--- src/rtl/led_frame_sequencer.sv ---
// Frame sequencer for one-wire addressable-LED strips: walks pixel addresses, times
// each pixel's serial shift, inserts the latch gap, then paces frames around the calc engine.
module led_frame_sequencer #(
    parameter int NUM_PIXELS          = 64,
    parameter int BITS_PER_PIXEL      = 24,
    parameter int CYCLES_PER_BIT      = 15,
    parameter int LATCH_CYCLES        = 600,
    parameter int FRAME_PERIOD_CYCLES = 12_000_000,
    localparam int PIX_W              = $clog2(NUM_PIXELS)
) (
    input  logic             clk_i,
    input  logic             rst_ni,
    input  logic             enable_i,
    input  logic             done_calculating_i,
    input  logic             overrun_clr_i,
    output logic             start_calculating_o,
    output logic             load_sreg_o,
    output logic             transmit_pixel_o,
    output logic             latching_o,
    output logic [PIX_W-1:0] pixel_o,
    output logic             idle_o,
    output logic             overrun_o
);
    localparam int SHIFT_CYCLES = BITS_PER_PIXEL * CYCLES_PER_BIT;
    localparam int CNT_MAX      = (SHIFT_CYCLES > LATCH_CYCLES) ? SHIFT_CYCLES : LATCH_CYCLES;
    localparam int CNT_W        = $clog2(CNT_MAX + 1);
    localparam int TMR_W        = $clog2(FRAME_PERIOD_CYCLES + 1);

    localparam logic [CNT_W-1:0] SHIFT_LAST = CNT_W'(SHIFT_CYCLES - 1);
    localparam logic [CNT_W-1:0] LATCH_LAST = CNT_W'(LATCH_CYCLES - 1);
    localparam logic [PIX_W-1:0] PIX_LAST   = PIX_W'(NUM_PIXELS - 1);
    localparam logic [TMR_W-1:0] TMR_DUE    = TMR_W'(FRAME_PERIOD_CYCLES - 1);
    localparam logic [TMR_W-1:0] TMR_SAT    = TMR_W'(FRAME_PERIOD_CYCLES);

    typedef enum logic [2:0] {
        S_READ, S_LOAD, S_SHIFT, S_LATCH, S_CALC, S_WAIT
    } state_t;

    state_t           state_q, state_d;
    logic [PIX_W-1:0] pixel_q, pixel_d;
    logic [CNT_W-1:0] cnt_q, cnt_d;
    logic [TMR_W-1:0] timer_q, timer_d;
    logic             overrun_set;
    logic             load_sreg_q, transmit_q, latching_q, start_q, idle_q, overrun_q;

    // One counter serves both the per-pixel shift time and the latch gap; it is
    // always back at zero when either phase is entered.
    always_comb begin
        state_d     = state_q;
        pixel_d     = pixel_q;
        cnt_d       = cnt_q;
        overrun_set = 1'b0;
        case (state_q)
            S_READ: state_d = S_LOAD;
            S_LOAD: state_d = S_SHIFT;
            S_SHIFT: begin
                if (cnt_q == SHIFT_LAST) begin
                    cnt_d = '0;
                    if (pixel_q == PIX_LAST) begin
                        state_d = S_LATCH;
                    end else begin
                        pixel_d = pixel_q + PIX_W'(1);
                        state_d = S_READ;
                    end
                end else begin
                    cnt_d = cnt_q + CNT_W'(1);
                end
            end
            S_LATCH: begin
                if (cnt_q == LATCH_LAST) begin
                    cnt_d   = '0;
                    pixel_d = '0;
                    state_d = S_CALC;
                end else begin
                    cnt_d = cnt_q + CNT_W'(1);
                end
            end
            S_CALC: begin
                if (done_calculating_i) begin
                    if (timer_q == TMR_SAT) begin
                        overrun_set = 1'b1;
                        state_d     = enable_i ? S_READ : S_WAIT;
                    end else if (timer_q == TMR_DUE && enable_i) begin
                        state_d = S_READ;
                    end else begin
                        state_d = S_WAIT;
                    end
                end
            end
            S_WAIT: begin
                if (enable_i && timer_q >= TMR_DUE) state_d = S_READ;
            end
            default: state_d = S_READ;
        endcase

        // Frame period is measured start-to-start: zero on entering pixel 0's READ.
        if (state_d == S_READ && (state_q == S_CALC || state_q == S_WAIT)) begin
            timer_d = '0;
        end else if (timer_q != TMR_SAT) begin
            timer_d = timer_q + TMR_W'(1);
        end else begin
            timer_d = timer_q;
        end
    end

    always_ff @(posedge clk_i) begin
        if (!rst_ni) begin
            state_q     <= S_READ;
            pixel_q     <= '0;
            cnt_q       <= '0;
            timer_q     <= '0;
            load_sreg_q <= 1'b0;
            transmit_q  <= 1'b0;
            latching_q  <= 1'b0;
            start_q     <= 1'b0;
            idle_q      <= 1'b0;
            overrun_q   <= 1'b0;
        end else begin
            state_q     <= state_d;
            pixel_q     <= pixel_d;
            cnt_q       <= cnt_d;
            timer_q     <= timer_d;
            load_sreg_q <= (state_d == S_LOAD);
            transmit_q  <= (state_d == S_SHIFT);
            latching_q  <= (state_d == S_LATCH);
            start_q     <= (state_d == S_CALC) && (state_q != S_CALC);
            idle_q      <= (state_d == S_WAIT);
            overrun_q   <= overrun_set | (overrun_q & ~overrun_clr_i);
        end
    end

    assign start_calculating_o = start_q;
    assign load_sreg_o         = load_sreg_q;
    assign transmit_pixel_o    = transmit_q;
    assign latching_o          = latching_q;
    assign pixel_o             = pixel_q;
    assign idle_o              = idle_q;
    assign overrun_o           = overrun_q;

endmodule

--- config.mk ---
export PLATFORM = sky130hd
export DESIGN_NAME = led_frame_sequencer
export DESIGN_NICKNAME = d
export VERILOG_FILES = /design/src/rtl/led_frame_sequencer.sv
export SDC_FILE = /design/constraint.sdc
export NUM_CORES = 1
export LEC_CHECK = 0
export BUFFER_PORTS_ARGS = -buffer_cell sky130_fd_sc_hd__buf_2
export CORE_AREA = 2 2 69 71
export CTS_CLUSTER_DIAMETER = 30
export DETAILED_ROUTE_END_ITERATION = 7
export DIE_AREA = 0 0 71 73
export PLACE_DENSITY = 0.77
export REMOVE_ABC_BUFFERS = 1
export SLEW_MARGIN = 20
export SYNTH_ARGS = -nofsm -noshare
export SYNTH_HDL_FRONTEND = slang
export SYNTH_SLANG_ARGS = --single-unit
--- constraint.sdc ---
create_clock -name clk_i -period 2.2 [get_ports clk_i]
set_input_delay 0.44 -clock clk_i [delete_from_list [all_inputs] [get_ports clk_i]]
set_output_delay 0.44 -clock clk_i [all_outputs]
set_load 0.005 [all_outputs]
======== Word-level counts from Yosys, hierarchy flattened ========
Cells that the tools add are included.
cells by class
  $add $sub $neg .......................... 3
  eq/ne operators ......................... 20
  muxes and demuxes ....................... 19
  bitwise operators ....................... 4
  reductions and logical operators ........ 10
  order comparisons ....................... 1
operators with widths
  cell                   count
  $eq 24x24->1 const B   2
  $add 24x1->24 const B  1
  $ge 24x24->1 const B   1
  $ne 24x24->1 const B   1
  $mux 3                 7
  $mux 10                2
  $pmux 10 s2            1
  $mux 6                 3
  $pmux 3 s6             1
  $eq 3x2->1 const B     4
  $eq 3x3->1 const B     4
  $pmux 6 s2             1
  $add 10x1->10 const B  1
  $eq 10x10->1 const B   1
  $eq 10x9->1 const B    1
  $add 6x1->6 const B    1
  $eq 3x1->1 const B     2
  $eq 6x6->1 const B     1
  $logic_not 3->1        2
  $ne 2x2->1 const B     3
  $logic_and 1x1->1      4
  $reduce_and 4->1       1
  $mux 1                 3
  $ne 3x3->1 const B     1
  other kinds (7)        8
word-level totals
  register bits ........................... 49
  logic and storage cells ................. 67
  output and inout bits ................... 12
  input bits .............................. 5

======== Depth between registers and ports, before layout ========
Gate-level depths: netlist of the first run.
  depth in word-level cells ............... 9
  mapped depth ............................ 8
  mapped depth without buffers ............ 7

======== Least setup slack after synthesis of the first run ========
No wires, ideal clock.
  path type ............................... register to register
  start ................................... register timer_q[2]
  end ..................................... register timer_q[0]
  stages on the path, launching flop included .. 7
  period minus slack after synthesis ...... 1.832 ns
  setup slack ............................. 0.368 ns
  library setup time ...................... 0.136 ns
  path buffers ............................ 1
  arrival time ............................ 1.695 ns
  data required time ...................... 2.064 ns
  cells stage by stage .................... dfxtp_1 or4_1 nor4_4 o21ai_2 o22ai_4 buf_6 a211oi_1
between the ends
  word-level cells in the longest chain between the ends .. 9
  elaborated cells on any way between the ends .. 14
  those cells by class .................... 1 x order compare; 3 x eq/ne; 5 x mux; 5 x reduce/logical
RTL lines
  what                                                  line  source
  start: declaration                                    42    logic [TMR_W-1:0] timer_q, timer_d;
  start signal: assignment                              122   timer_q <= timer_d;
  branches (longest 9 deep; another with $ge 24x24->1)  n/a
Parallel ways; which one is timed is not known.
A chain may end at the register's enable or synchronous reset.

======== Worst setup path in the final report of the first run ========
  start ................................... register cnt_q[0]
  end ..................................... register timer_q[2]
between the ends
  word-level cells in the longest chain between the ends .. 6
  elaborated cells on any way between the ends .. 8
  those cells by class .................... 2 x eq/ne; 3 x mux; 3 x reduce/logical
RTL lines
  what                                                line    source
  start: declaration                                  41      logic [CNT_W-1:0] cnt_q, cnt_d;
  start signal: assignment                            121     cnt_q <= cnt_d;
  $eq 10x10->1 / $eq 10x9->1 (equally long branches)  70, 57
  $mux 3, on equally long branches                    70, 57
  $pmux 3 s6 *                                        53      case (state_q)
  $logic_not 3->1 *                                   97      if (state_d == S_READ && (state_q == S_CALC || state_q == S_WAIT)) begin
  $logic_and 1x1->1 *                                 97
  $reduce_or 2->1 (no line) *                         n/a
Mark *: on every way between the ends. The rest lies on a longest branch, timed or not.

==> results.json, run 1 <==
{
  "clkPwrFrac": 0.328,
  "hp-class": "input port to register",
  "swShare": 0.251,
  "grt-ovfl-total": 0,
  "grt_max_degree": 31,
  "post_cts_resized": 0,
  "placed_cell_area_mm2": 0.00278,
  "core.rowCount": 25,
  "cts_tree": "yes",
  "core_area_mm2": 0.00454,
  "cts.hold.buffers_added": 0,
  "fin_skew_ns": 0.0122,
  "clock_path_buffers": 2,
  "seq_area_frac_synth": 0.376,
  "antenna_cells": 0,
  "synthFlopType": "dfxtp_1",
  "clock_sinks": 49,
  "die_area_mm2": 0.00518,
  "arrival_ns": 2.17,
  "ant_nets": 0,
  "vdd_ir_drop_max_v": 0.000415,
  "top_usage_layer": "met2",
  "max_slew_margin": 0.621,
  "synth_area_mm2": 0.00261,
  "p_int_uw": 1200,
  "hold_viol": 0,
  "die_w_um": 71,
  "area_growth_syn_to_layout_pct": 9.88,
  "synth-edff-count": 0,
  "switching_power_uw": 400,
  "critPathCaptureType": "register",
  "drt_iter0_drc": 77,
  "cp_top_family": "compound AO/OA/AOI/OAI gates",
  "setup.worst_path.start_class": "register",
  "p_per_area_mw_per_mm2": 557,
  "first_pass_iters": 4,
  "post-route-min-period_ns": 1.96,
  "combPwrFrac": 0.088,
  "syn-mean-instance-area_um2": 9.22,
  "ioPinCount": 17,
  "die_h_um": 73,
  "vias_per_cell": 5.86,
  "grt_usage": 0.216,
  "layout.nets": 314,
  "clkSlewWorstSetupHoldPaths_ns": 0.09,
  "cts-root-buf": "clkbuf_8",
  "finalSetupViolCount": 0,
  "worst-setup-path-type": "register to register",
  "postSynthCellCount": 283,
  "cts_setup_buffers": 0,
  "initial_core_util": 0.575,
  "cp_max_fo": 25,
  "final.period_utilization": 0.892,
  "use_met1": 0.277,
  "use_met3": 0.0442,
  "rsz0062_at_grt": "no",
  "path_cells": "ha_1 -> and4b_1 -> nand2_2 -> o2111ai_2 -> o22ai_4 -> buf_12 -> a221oi_1",
  "drcViolationCount": 0,
  "ys_ff_latch": 49,
  "dp_hpwl_um": 3690,
  "crit_path_top_delay_cell": "dfxtp_1",
  "async_flop_share": 0,
  "grt_pass1_wl_um": 8970,
  "grt_pass1_vias": 1946,
  "portBuffers": 16,
  "clock_latency_ns": 0.31,
  "numCtsBuffers": 5,
  "critical_path_buf_inv_count": 1,
  "max_freq_mhz": 510,
  "seqPwrFrac": 0.583,
  "yosys_warnings": 0,
  "gp_congestion": 0.859,
  "htreeDepth": 2,
  "wire_per_inst_um": 14.2,
  "critical-path-max-stage-delay_ns": 0.38,
  "p_leak_uw": 0.000919,
  "drv_cap": 0,
  "maxSlewViolCount": 0,
  "power_uw": 1600,
  "synthDistinctLibCells": 62,
  "antenna_found_initial": 0,
  "required_ns": 2.41,
  "finalWirelength_um": 5100,
  "vias": 2110,
  "worst_pin_slew_ns": 0.566,
  "drive_gt1_frac": 0.183,
  "fin_tns_setup_ns": 0,
  "fin_area_mm2": 0.00287,
  "use_met2": 0.364,
  "run_status": "completed"
}
-- metrics by stage --
step | utilization | setup slack (ns) | instances | hold WS [ns]
floorplan | - | 0.113 | 273 | 0.449
global placement | 0.613 | 0.301 | 352 | 0.467
detailed placement | 0.613 | 0.251 | 352 | 0.479
CTS | 0.632 | 0.245 | 360 | 0.421
global route | 0.632 | 0.0541 | 360 | 0.427
finish | 0.632 | 0.238 | 360 | 0.429
-- final timing paths --
check / from / end / slack [ns] / depth (start not counted)
setup / recovery: cnt_q[0] / timer_q[2] / 0.24 / 7
hold / removal: overrun_clr_i / overrun_o / 0.43 / 4
setup reg to reg: cnt_q[0] / timer_q[2] / 0.24 / 7
hold reg to reg: cnt_q[0] / cnt_q[0] / 0.49 / 2
-- logic make-up (layout without fill, tap and decap cells) --
| logic type | after synthesis | in the layout | synth area share |
|---|---|---|---|
| buf+inv | 20 | 43 | 0.0412 |
| xor+xnor | 32 | 32 | 0.107 |
| compound gates | 59 | 59 | 0.186 |
| simple gates | 118 | 118 | 0.267 |
| flops | 49 | 49 | 0.376 |
| fa+ha+maj | 4 | 4 | 0.0192 |
| mux | 1 | 1 | 0.00384 |
-- power by group through the flow --
stage / Combinational, µW / Sequential, µW / Clock [µW]
global route: 159 / 936 / 575
detailed placement: 143 / 952 / 0
finish: 141 / 932 / 525
CTS: 143 / 932 / 541
global placement: 140 / 953 / 0
floorplan: 87.4 / 956 / 0
-- area by class of cell --
type / instances / area, µm²
fillers: 391 / 1670
multi-input cells: 214 / 1520
flip-flops and latches: 49 / 981
repair buffers: 25 / 173
clock buffers: 6 / 72.6
well taps: 54 / 67.6
inverters: 10 / 37.5
clock inverters: 2 / 15.0
-- synthesized netlist by cell type (all sizes together) (2+ instances only) --
library cell  number  area share
clkbuf             3      0.0043
nor2              27       0.040
nand2             26       0.038
nor2b              3      0.0072
nand3b             2      0.0058
or4                4       0.013
nor3               9       0.019
inv               10       0.014
a211oi            26       0.084
xor2              15       0.050
and3               3      0.0072
nor3b              3       0.011
nand4              6       0.020
o21ai              5       0.011
buf                6       0.019
and2               2      0.0048
a21oi              9       0.019
and4bb             2      0.0096
o2111ai            2      0.0091
nand3             15       0.035
o31ai              3      0.0086
a22oi              2      0.0058
nand2b             3      0.0072
o211ai             3      0.0086
ha                 4       0.019
xnor2             17       0.057
dfxtp             49        0.38
nor4               6       0.025
-- per-layer routing --
layer  up-vias  share of wire
met5         -              0
met4         0         0.0094
met3         5          0.032
met2        34           0.48
met1       993           0.48
li1       1078              -
-- registers in the layout, indices dropped and copies added, names as in the netlist --
register	flops
cnt_q	10
idle_o	1
latching_o	1
load_sreg_o	1
overrun_o	1
pixel_o	6
start_calculating_o	1
state_q	3
timer_q	24
transmit_pixel_o	1
-- cells in the final DEF, fill, tap and decap left out, types with 4 or more instances in the layout --
cell      synthesis  routed
clkbuf_8          0       5
buf_4             0       7
xnor2_1          17      17
nor3_1            8       8
buf_2             3      16
a211oi_2          5       5
nand2_1          25      25
nor2_1           26      26
xor2_1           15      15
inv_1            10      10
a211oi_1         21      21
dfxtp_1          49      49
ha_1              4       4
nand3_1          13      13
nand4_1           5       5
a21oi_1           8       8
-- worst register-to-register path, delay by kind of cell (launching register included) --
kind                     cells  cell delay [ns]
AO/OA/AOI/OAI                3             0.63
adder cells (fa/ha/maj)      1             0.21
buffers and inverters        1             0.18
flip-flops                   1             0.38
AND/OR/NAND/NOR              2             0.47
Note: power is estimated with default switching activity, not from simulation.
==> inputs of run 2 (changes only) <==
--- a/config.mk
+++ b/config.mk
@@ -6,11 +6,13 @@
 export NUM_CORES = 1
 export LEC_CHECK = 0
 export BUFFER_PORTS_ARGS = -buffer_cell sky130_fd_sc_hd__buf_2
-export CORE_AREA = 2 2 69 71
+export CELL_PAD_IN_SITES_DETAIL_PLACEMENT = 1
+export CELL_PAD_IN_SITES_GLOBAL_PLACEMENT = 1
+export CORE_AREA = 2 2 79 81
 export CTS_CLUSTER_DIAMETER = 30
 export DETAILED_ROUTE_END_ITERATION = 7
-export DIE_AREA = 0 0 71 73
-export PLACE_DENSITY = 0.77
+export DIE_AREA = 0 0 81 83
+export PLACE_DENSITY = 0.75
 export REMOVE_ABC_BUFFERS = 1
 export SLEW_MARGIN = 20
 export SYNTH_ARGS = -nofsm -noshare
==> results.json, run 2 (synthesis gave the netlist of run 1 again) <==
{
  "layout.nets": 314,
  "vias_per_cell": 5.61,
  "final_util": 0.494,
  "core.rowCount": 28,
  "finalSetupViolCount": 0,
  "die_w_um": 81,
  "maxSlewViolCount": 0,
  "grt_usage": 0.194,
  "wire_per_inst_um": 15.8,
  "worst_pin_slew_ns": 0.625,
  "numCtsBuffers": 5,
  "path_cells": "or4_1 -> nor4_4 -> o21ai_2 -> o22ai_4 -> buf_4 -> a221oi_1",
  "area_growth_syn_to_layout_pct": 9.97,
  "cts.hold.buffers_added": 0,
  "die_h_um": 83,
  "grt_max_degree": 31,
  "r2r-start": "timer_q[2]",
  "largest_reg_flops": 24,
  "cts_tree": "yes",
  "p_leak_uw": 0.000916,
  "vdd_ir_drop_max_v": 0.000300,
  "critPathCaptureType": "register",
  "fin_area_mm2": 0.00287,
  "htreeDepth": 2,
  "critical-path-max-stage-delay_ns": 0.61,
  "initial_core_util": 0.449,
  "antenna_found_initial": 0,
  "fin_skew_ns": 0.00643,
  "max_slew_margin": 0.582,
  "layout_commonest_cell": "dfxtp_1",
  "cts_setup_buffers": 0,
  "grt-ovfl-total": 0,
  "finalWirelength_um": 5990,
  "dp_hpwl_um": 4430,
  "rsz0062_at_grt": "no",
  "cp_max_fo": 14,
  "crit_start": "timer_q[2]",
  "layout.cells.non_filler": 380,
  "clock_latency_ns": 0.30,
  "clkSlewWorstSetupHoldPaths_ns": 0.09,
  "min-delay-start": "rst_ni",
  "grt_pass1_wl_um": 10500,
  "antenna_cells": 0,
  "max_freq_mhz": 500,
  "post-route-min-period_ns": 2.00,
  "drt_iter0_drc": 79,
  "run_status": "completed",
  "hold_viol": 0,
  "worst-setup-path-type": "register to register",
  "crit_path_top_delay_cell": "or4_1",
  "required_ns": 2.37,
  "regMostFlops": "timer_q",
  "cts-root-buf": "clkbuf_8",
  "arrival_ns": 2.17,
  "drcViolationCount": 0,
  "hp-class": "input port to register",
  "drive_gt1_frac": 0.184,
  "ant_nets": 0,
  "vias": 2131,
  "drv_cap": 0,
  "place_ws_ns": 0.191,
  "fin_ws_ns": 0.200,
  "r2r_slack_ns": 0.20,
  "reg2regPathDepth": 6,
  "die_area_mm2": 0.00672,
  "portBuffers": 16,
  "fin_tns_setup_ns": 0,
  "worstHoldPathCells": 3,
  "post_cts_resized": 0,
  "first_pass_iters": 4,
  "core_area_mm2": 0.00582,
  "clock_sinks": 49,
  "p_per_area_mw_per_mm2": 560,
  "layout_common_cells": "dfxtp_1 (49), nand2_1 (25), nor2_1 (25)",
  "hold_end": "timer_q[8]",
  "dp.cells": 373,
  "final.period_utilization": 0.909,
  "r2r-end": "timer_q[2]",
  "clock_path_buffers": 2,
  "setup.worst_path.start_class": "register",
  "placed_cell_area_mm2": 0.00278,
  "grt_pass1_vias": 2194,
  "gp_congestion": 0.796,
  "ioPinCount": 17
}
==> run 2: cell count changes in the layout (fill, tap and decap cells not counted), sizes merged <==
| cell | before | now |
|---|---|---|
| clkbuf | 6 | 7 |
| clkinvlp | 2 | 0 |
==> run 2: metal layers <==
layer  up-vias  track usage  routed length [µm]  part of all wire
met2        23        0.325                2970              0.50
met3         7       0.0337                 128             0.021
met5         -            0                   0                 0
met1      1026        0.255                2820              0.47
li1       1075            -                   -                 -
met4         0       0.0493                  71             0.012
==> run 2: critical path, delay by kind of cell, from the launching register on <==
kind            cells  cell delay [ns]
simple gates        2             0.82
compound gates      3             0.42
flops               1             0.40
buf+inv             1             0.23
==> run 2: area by class of cell <==
class / instances / area, µm²
Fill cell: 714 / 2950
Multi-Input combinational cell: 214 / 1520
Timing Repair Buffer: 25 / 148
Sequential cell: 49 / 981
Inverter: 10 / 37.5
Clock buffer: 7 / 86.3
Tap cell: 75 / 93.8
==> run 2: stage by stage <==
stage,hold slack [ns],total power [µW]
2_1_floorplan,0.449,1040
3_5_place_dp,0.487,1090
6_report,0.450,1610
4_1_cts,0.432,1630
3_3_place_gp,0.467,1090
5_1_grt,0.490,1700
==> run 2: power by group <==
group	leakage (µW)	internal, µW	switching, µW
clock network	0.0000443	250	286
logic	0.000475	55.5	75.8
registers	0.000396	913	27.7
==> run 2: how the worst max path moves through the flow <==
stage	slack, ns	cells past startpoint	end
after floorplan	0.11	6	timer_q[2]
after global placement	0.28	7	timer_q[2]
after detailed placement	0.19	6	timer_q[2]
after CTS	0.17	6	timer_q[9]
after global routing	0.009	7	timer_q[9]
final	0.20	6	timer_q[2]
==> inputs of run 3 (changes only) <==
--- a/config.mk
+++ b/config.mk
@@ -7,12 +7,12 @@
 export LEC_CHECK = 0
 export BUFFER_PORTS_ARGS = -buffer_cell sky130_fd_sc_hd__buf_2
 export CELL_PAD_IN_SITES_DETAIL_PLACEMENT = 1
-export CELL_PAD_IN_SITES_GLOBAL_PLACEMENT = 1
-export CORE_AREA = 2 2 79 81
+export CELL_PAD_IN_SITES_GLOBAL_PLACEMENT = 2
+export CORE_AREA = 2 2 86 88
 export CTS_CLUSTER_DIAMETER = 30
 export DETAILED_ROUTE_END_ITERATION = 7
-export DIE_AREA = 0 0 81 83
-export PLACE_DENSITY = 0.75
+export DIE_AREA = 0 0 88 90
+export PLACE_DENSITY = 0.77
 export REMOVE_ABC_BUFFERS = 1
 export SLEW_MARGIN = 20
 export SYNTH_ARGS = -nofsm -noshare
==> results.json, run 3 (synthesis gave the netlist of run 1 again) <==
{
  "r2r-end": "timer_q[11]",
  "ant_nets": 0,
  "critical_path_buf_inv_count": 1,
  "p_int_uw": 1350,
  "fin_skew_ns": 0.0135,
  "core_area_mm2": 0.00702,
  "setup.worst_path.start_class": "register",
  "drt_iter0_drc": 42,
  "final.period_utilization": 0.919,
  "ioPinCount": 17,
  "finalSetupViolCount": 0,
  "run_status": "completed",
  "worst_pin_slew_ns": 0.597,
  "core.rowCount": 31,
  "clock_latency_ns": 0.31,
  "grt_usage": 0.168,
  "p_leak_uw": 0.000958,
  "layout_commonest_cell": "dfxtp_1",
  "numCtsBuffers": 5,
  "dp_hpwl_um": 4520,
  "fin_tns_setup_ns": 0,
  "crit_start": "timer_q[3]",
  "portBuffers": 16,
  "first_pass_iters": 4,
  "critPathCaptureType": "register",
  "place_ws_ns": 0.182,
  "gp_congestion": 0.777,
  "clock_path_buffers": 2,
  "finalWirelength_um": 6130,
  "cp_max_fo": 21,
  "maxSlewViolCount": 0,
  "vias": 2164,
  "seqPwrFrac": 0.528,
  "cp_top_family": "simple AND/OR/NAND/NOR gates",
  "regMostFlops": "timer_q",
  "r2r-start": "timer_q[3]",
  "p_per_area_mw_per_mm2": 594,
  "layout_common_cells": "dfxtp_1 (49), nor2_1 (26), nand2_1 (25)",
  "post-route-min-period_ns": 2.02,
  "area_growth_syn_to_layout_pct": 14.0,
  "max_slew_margin": 0.598,
  "die_h_um": 90,
  "vias_per_cell": 5.29,
  "max_freq_mhz": 495,
  "r2r_slack_ns": 0.18,
  "cts-root-buf": "clkbuf_8",
  "post_cts_resized": 0,
  "hold_viol": 0,
  "wire_per_inst_um": 15.0,
  "rsz0062_at_grt": "no",
  "cts.hold.buffers_added": 0,
  "worst-setup-path-type": "register to register",
  "min-delay-start": "overrun_clr_i",
  "hold_end": "overrun_o",
  "grt_max_degree": 31,
  "power_uw": 1770,
  "clkSlewWorstSetupHoldPaths_ns": 0.10,
  "largest_reg_flops": 24,
  "reg2regPathDepth": 6,
  "worstHoldPathCells": 4,
  "initial_core_util": 0.372,
  "clock_sinks": 49,
  "clkPwrFrac": 0.386,
  "grt_pass1_wl_um": 10700,
  "required_ns": 2.37,
  "layout.nets": 318,
  "combPwrFrac": 0.086,
  "crit_path_top_delay_cell": "or4_1",
  "vdd_ir_drop_max_v": 0.000256,
  "antenna_found_initial": 0,
  "hp-class": "input port to register",
  "cts_setup_buffers": 0,
  "swShare": 0.238,
  "path_cells": "or4_1 -> nor4_4 -> o21ai_2 -> o22ai_4 -> buf_12 -> a211oi_1",
  "grt-ovfl-total": 0,
  "antenna_cells": 0,
  "fin_ws_ns": 0.179,
  "die_w_um": 88,
  "drive_gt1_frac": 0.197,
  "critical-path-max-stage-delay_ns": 0.57,
  "cts_tree": "yes",
  "arrival_ns": 2.20,
  "die_area_mm2": 0.00792,
  "fillCellCount": 845,
  "switching_power_uw": 420,
  "grt_pass1_vias": 2252,
  "drcViolationCount": 0,
  "htreeDepth": 2,
  "drv_cap": 0
}
run 3: cell types whose count changed in the layout (fill, tap and decap cells not counted):
| cell | previous run | this run |
|---|---|---|
| buf_12 | 0 | 1 |
| buf_4 | 9 | 12 |
| bufinv_16 | 0 | 1 |
| clkbuf_1 | 1 | 0 |
| clkinvlp_4 | 0 | 1 |
| nor2_1 | 25 | 26 |
| nor2_2 | 2 | 1 |
run 3: cell type report:
cell class / instances / area (µm²) / share of cell area
Multi-Input combinational cell: 214 / 1520 / 0.512
Sequential cell: 49 / 981 / 0.330
Timing Repair Buffer: 29 / 190 / 0.0639
Tap cell: 99 / 124 / 0.0416
Clock buffer: 6 / 82.6 / 0.0278
Clock inverter: 2 / 37.5 / 0.0126
Inverter: 10 / 37.5 / 0.0126
run 3: worst max path at each step:
stage	endpoint	slack [ns]	cells after the start
2_1_floorplan	timer_q[2]	0.11	6
3_3_place_gp	pixel_o[5]	0.24	6
3_5_place_dp	timer_q[14]	0.18	6
4_1_cts	timer_q[14]	0.15	6
5_1_grt	timer_q[15]	0.006	7
6_report	timer_q[11]	0.18	6
run 3: power groups by stage:
stage	logic, µW	registers (µW)	clock network [µW]
after floorplan	87.4	956	0
after global placement	150	952	0
after detailed placement	151	953	0
after CTS	153	933	715
after global routing	169	937	757
final	151	933	681
run 3: per-stage QoR:
step | instances | utilization | cell area [µm²] | hold WS [ns]
after global placement | 401 | 0.407 | 2850 | 0.465
after global routing | 409 | 0.424 | 2970 | 0.453
after CTS | 409 | 0.424 | 2970 | 0.410
final | 409 | 0.424 | 2970 | 0.419
after floorplan | 273 | - | 2540 | 0.449
after detailed placement | 401 | 0.407 | 2850 | 0.482
run 3: metal layers:
metal  routed length (µm)  global-route usage
met3                  162              0.0321
met4                   72              0.0410
met2                 3020               0.289
met5                    0                   0
met1                 2870               0.214
run 3: worst reg2reg max path, cell delays in order, from the launching register on:
cell	delay, ns
dfxtp_1	0.37
or4_1	0.57
nor4_4	0.22
o21ai_2	0.17
o22ai_4	0.25
buf_12	0.21
a211oi_1	0.09
